**src/rtl/alu_writeback_pkg.sv**
```systemverilog
// rtl/alu_writeback_pkg.sv - shared widths and condition-code encodings for the ALU writeback stage
package alu_writeback_pkg;

    localparam int DEFAULT_DATA_BUS_WIDTH = 16;
    localparam int REG_ADDR_BITS          = 3;
    localparam int COND_NUM_BITS          = 3;

    localparam logic [2:0] COND_ALWAYS = 3'd0;
    localparam logic [2:0] COND_EQ     = 3'd1;
    localparam logic [2:0] COND_NE     = 3'd2;
    localparam logic [2:0] COND_CS     = 3'd3;
    localparam logic [2:0] COND_CC     = 3'd4;
    localparam logic [2:0] COND_MI     = 3'd5;
    localparam logic [2:0] COND_PL     = 3'd6;
    localparam logic [2:0] COND_NEVER  = 3'd7;

endpackage

```
**src/rtl/alu_writeback_wb_fifo2.sv**
```systemverilog
// rtl/alu_writeback_wb_fifo2.sv - two-entry FIFO with occupancy count and zeroed head when empty
module wb_fifo2 #(
    parameter int WIDTH = 20
) (
    input  logic             clk,
    input  logic             rst,
    input  logic             push,
    input  logic             pop,
    input  logic [WIDTH-1:0] push_data,
    output logic [1:0]       count,
    output logic [WIDTH-1:0] head_data
);

    logic [WIDTH-1:0] mem_q [2];
    logic [WIDTH-1:0] mem_d [2];
    logic             wr_ptr_q, wr_ptr_d;
    logic             rd_ptr_q, rd_ptr_d;
    logic [1:0]       count_q, count_d;

    always_comb begin
        mem_d    = mem_q;
        wr_ptr_d = wr_ptr_q ^ push;
        rd_ptr_d = rd_ptr_q ^ pop;
        count_d  = count_q + {1'b0, push} - {1'b0, pop};
        if (push) begin
            mem_d[wr_ptr_q] = push_data;
        end
    end

    always_ff @(posedge clk or posedge rst) begin
        if (rst) begin
            mem_q    <= '{default: '0};
            wr_ptr_q <= 1'b0;
            rd_ptr_q <= 1'b0;
            count_q  <= 2'd0;
        end else begin
            mem_q    <= mem_d;
            wr_ptr_q <= wr_ptr_d;
            rd_ptr_q <= rd_ptr_d;
            count_q  <= count_d;
        end
    end

    // Empty buffer presents zeros so stale entries never reach the write port.
    assign count     = count_q;
    assign head_data = (count_q != 2'd0) ? mem_q[rd_ptr_q] : '0;

endmodule

```
**src/rtl/alu_writeback.sv**
```systemverilog
// rtl/alu_writeback.sv - buffers ALU results toward the register file and holds architectural flags
module alu_writeback
    import alu_writeback_pkg::*;
#(
    parameter int DATA_BUS_WIDTH = DEFAULT_DATA_BUS_WIDTH
) (
    input  logic                      Clk,
    input  logic                      Reset,
    input  logic                      In_Valid,
    output logic                      In_Ready,
    input  logic [DATA_BUS_WIDTH-1:0] Result,
    input  logic                      Z,
    input  logic                      C,
    input  logic                      N,
    input  logic [REG_ADDR_BITS-1:0]  Dest_Reg,
    input  logic                      Write_Reg,
    input  logic                      Write_Flags,
    output logic                      Rf_Wr_En,
    output logic [REG_ADDR_BITS-1:0]  Rf_Wr_Addr,
    output logic [DATA_BUS_WIDTH-1:0] Rf_Wr_Data,
    input  logic                      Rf_Ready,
    output logic                      Flag_Z,
    output logic                      Flag_C,
    output logic                      Flag_N,
    input  logic [COND_NUM_BITS-1:0]  Cond_Sel,
    output logic                      Cond_True
);

    localparam int ENTRY_W = DATA_BUS_WIDTH + REG_ADDR_BITS + 1;

    logic [ENTRY_W-1:0] head;
    logic [1:0]         count;
    logic               accept;
    logic               pop;
    logic               head_valid;
    logic               head_wr;
    logic [2:0]         flags_q, flags_d;

    wb_fifo2 #(.WIDTH(ENTRY_W)) u_fifo (
        .clk       (Clk),
        .rst       (Reset),
        .push      (accept),
        .pop       (pop),
        .push_data ({Result, Dest_Reg, Write_Reg}),
        .count     (count),
        .head_data (head)
    );

    // Ready depends only on registered occupancy, never on Rf_Ready.
    assign In_Ready   = (count != 2'd2);
    assign accept     = In_Valid & In_Ready;
    assign head_valid = (count != 2'd0);
    assign head_wr    = head[0];
    assign pop        = head_valid & (Rf_Ready | ~head_wr);

    assign Rf_Wr_En   = head_valid & head_wr;
    assign Rf_Wr_Addr = head[REG_ADDR_BITS:1];
    assign Rf_Wr_Data = head[ENTRY_W-1 -: DATA_BUS_WIDTH];

    always_comb begin
        flags_d = flags_q;
        if (accept && Write_Flags) begin
            flags_d = {Z, C, N};
        end
    end

    always_ff @(posedge Clk or posedge Reset) begin
        if (Reset) begin
            flags_q <= 3'b000;
        end else begin
            flags_q <= flags_d;
        end
    end

    assign Flag_Z = flags_q[2];
    assign Flag_C = flags_q[1];
    assign Flag_N = flags_q[0];

    always_comb begin
        Cond_True = 1'b0;
        case (Cond_Sel)
            COND_ALWAYS: Cond_True = 1'b1;
            COND_EQ:     Cond_True = Flag_Z;
            COND_NE:     Cond_True = ~Flag_Z;
            COND_CS:     Cond_True = Flag_C;
            COND_CC:     Cond_True = ~Flag_C;
            COND_MI:     Cond_True = Flag_N;
            COND_PL:     Cond_True = ~Flag_N;
            COND_NEVER:  Cond_True = 1'b0;
            default:     Cond_True = 1'b0;
        endcase
    end

endmodule

```
**config.mk**
```make
export PLATFORM = sky130hd
export DESIGN_NAME = alu_writeback
export DESIGN_NICKNAME = d
export VERILOG_FILES = /design/src/rtl/alu_writeback_pkg.sv /design/src/rtl/alu_writeback_wb_fifo2.sv /design/src/rtl/alu_writeback.sv
export SDC_FILE = /design/constraint.sdc
export NUM_CORES = 1
export LEC_CHECK = 0
export BUFFER_PORTS_ARGS = -buffer_cell sky130_fd_sc_hd__buf_4
export CORE_MARGIN = 2
export CORE_UTILIZATION = 47
export DETAILED_ROUTE_END_ITERATION = 16
export GPL_TIMING_DRIVEN = 0
export PLACE_DENSITY = 0.75
export SLEW_MARGIN = 20
export SYNTH_ARGS = -nofsm -noshare
export SYNTH_HDL_FRONTEND = slang
export SYNTH_SLANG_ARGS = --single-unit
```
**constraint.sdc**
```tcl
create_clock -name Clk -period 1.85 [get_ports Clk]
set_input_delay 0.2775 -clock Clk [delete_from_list [all_inputs] [get_ports Clk]]
set_output_delay 0.2775 -clock Clk [all_outputs]
set_load 0.02 [all_outputs]
```
==> out/metrics.yaml <==
timing:
  worst_pin_slew_ns: 0.5261
  slew_headroom_pct: 64.88
  skew_ns: 0.007252
  final-max-slew-violation-count: 0
  fin_crit_ns: 1.732
  setup_viol_count_final: 0
  fin_crit_sh_pct: 93.63
  finalHoldViolations: 0
  max_clock_freq_mhz: 577.3
  setup_tns_ns: 0
floorplan:
  dieArea_sq_um: 5314
  die_h_microns: 72.90
  ios: 56
  rows: 25
  initial_core_util_pct: 47.87
  die_w_microns: 72.90
  core_area_sq_um: 4661
placement:
  hpwl_microns: 3116
  place_area_sq_um: 2739
  numPortBuffers: 55
  place.gp.congestion: 0.6852
grt:
  grt_max_degree: 26
  antenna_found_initial: 0
  grt_overflow_total: 0
  grt_pass1_vias: 1531
  grt_pass1_wl_microns: 7107
  gr-usage-all-layers_pct: 17.28
synth:
  synth_top_area_share_pct: 52.72
  syn_area_sq_um: 2231
  ys_types: 21
  synth_nets: 204
  yosys-top-cells-area: "dfrtp_1 (53%), mux2_2 (21%), mux2i_1 (9.0%), nor2_1 (3.9%), ha_1 (2.2%)"
  ys.warnings.count: 0
  synthCells: 169
  yosysSeqAreaShare_pct: 52.72
  synth.ff_latch_count: 47
  syn_area_per_cell_sq_um: 13.20
  yosys.area.top_type: "dfrtp_1"
power:
  ir_worst_vdd_mv: 1.002
  power_density_nw_per_um2: 1989
  power.leakage_nw: 1.380
  power_mw: 5.718
layout:
  areaGrowthSynthToFinish_pct: 28.88
  diodes: 0
  final_area_sq_um: 2875
  fin_nets: 268
  fillCellCount: 387
  drive_gt1_share_pct: 52.79
critical_path:
  path_max_fanout: 10
  path_class: "reg2reg"
  cp_data_arrival_time_ns: 1.90
  worstPathRequired_ns: 2.02
  worst_setup_path_end_kind: "register"
  critPathLaunchType: "register"
clock_tree:
  cts_tree: "yes"
  cts_sinks: 47
  cts_buffer_depth: 2
  clkTransAtPathRegs_ns: 0.08
  root_buffer: "clkbuf_8"
  h-tree-depth: 2
  ctsHoldBuffers: 0
  cts_inserted_buffers: 5
  worstSkewPairLatency_ns: 0.29
hold_path:
  worstHoldPathType: "in2async"
drt:
  wirelength_microns: 4198
  wl_per_cell_microns: 14.63
  dr.pass1.iters: 4
  drt_iter0_drc: 51
  vias: 1442
  ant_nets: 0
  viasPerCell: 5.024
  drc: 0
flow_run:
  drv_cap: 0
run_status:
  status: "finished clean"
==> critical path, cell delays in order (launching register included) <==
cell,delay [ns]
dfrtp_1,0.42
nand2b_4,0.17
and2_1,0.21
ha_1,0.18
buf_2,0.27
mux2_2,0.37
==> synth_stat cells, drive strengths merged <==
cell,count
dfrtp,47
mux2,44
nor2,23
mux2i,20
buf,9
inv,5
nor2b,5
ha,4
nand2,2
nand2b,2
xnor2,2
a32oi,1
and2,1
nand3,1
o21ai,1
o31ai,1
o32ai,1
==> metal layers <==
layer	vias up	wire [microns]	track usage (%)
met5	-	0	0
met4	0	39	4.321
met3	4	174	4.006
met2	35	2005	28.69
met1	702	1979	23.04
li1	701	-	-
==> per-stage QoR <==
step	setup WS, ns	std cells	util [%]	hold slack, ns
after CTS	0.01782	286	61.02	0.04016
after detailed placement	-0.04672	279	58.77	0.3522
after global routing	-0.001632	287	61.69	0.05251
after global placement	-0.1519	278	58.17	0.4888
final	0.1178	287	61.69	0.02973
after floorplan	0.1445	169	-	0.4260
==> kinds of logic (layout without fill, tap and decap cells) <==
group           count (synthesis)  count (layout)  share of synthesized area (%)
simple gates                   34              34                          7.572
fa+ha+maj                       4               4                          2.243
mux                            64              64                          31.69
compound gates                  4               4                          1.346
buf+inv                        14              78                          3.645
flops                          47              47                          52.72
xor+xnor                        2               2                         0.7853
==> sequential cells by signal, summed over array words and instances (netlist names) <==
name             count
u_fifo.count         2
flags_q              3
u_fifo.wr_ptr_q      1
u_fifo.mem_q        40
u_fifo.rd_ptr_q      1
==> layout make-up <==
type / instances / area [sq um] / share of cell area (%)
sequential: 47 / 1177 / 40.95
buffer: 9 / 68.82 / 2.393
clock inverter: 1 / 30.03 / 1.044
inverter: 5 / 18.77 / 0.6527
multi-input combinational: 108 / 992.2 / 34.51
timing repair buffer: 57 / 447.9 / 15.58
clock buffer: 6 / 72.57 / 2.524
tap: 54 / 67.56 / 2.350
==> layout by cell type (no fill, tap or decap), types with 2 or more instances in the layout <==
cell	synthesis	final
ha_1	4	4
nor2_1	23	22
buf_6	2	3
buf_2	5	4
nand2_1	2	2
mux2_2	41	41
mux2i_1	20	19
inv_1	5	4
nor2b_1	5	5
buf_4	2	57
mux2_4	3	3
clkbuf_8	0	5
dfrtp_1	47	46
==> power breakdown <==
part | total [mW] | switching (mW) | internal, mW
logic | 3.14 | 1.51 | 1.63
registers | 1.87 | 0.308 | 1.56
clock network | 0.703 | 0.307 | 0.396
total | 5.72 | 2.13 | 3.59
==> final timing paths <==
check	start	end	slack (ns)	cells past startpoint
max in group asynchronous	Reset	u_fifo.count[1]$_DFF_PP0_	1.31	3
worst min-delay path	Reset	u_fifo.mem_q[9]$_DFFE_PP0P_	0.03	2
worst min register to register	u_fifo.mem_q[30]$_DFFE_PP0P_	u_fifo.mem_q[30]$_DFFE_PP0P_	0.51	1
min in group Clk	Z	flags_q[2]$_DFFE_PP0P_	0.22	2
worst max register to register	u_fifo.count[0]$_DFF_PP0_	u_fifo.mem_q[14]$_DFFE_PP0P_	0.12	5
worst max-delay path	u_fifo.count[0]$_DFF_PP0_	u_fifo.mem_q[14]$_DFFE_PP0P_	0.12	5
==> repair_timing <==
| action | CTS | global route |
|---|---|---|
| buffers inserted | 0 | 1 |
| resized for setup | 1 | 6 |
| endpoints found under the setup margin | 1 | 1 |
No activity file was read; power rests on OpenSTA's default activity.
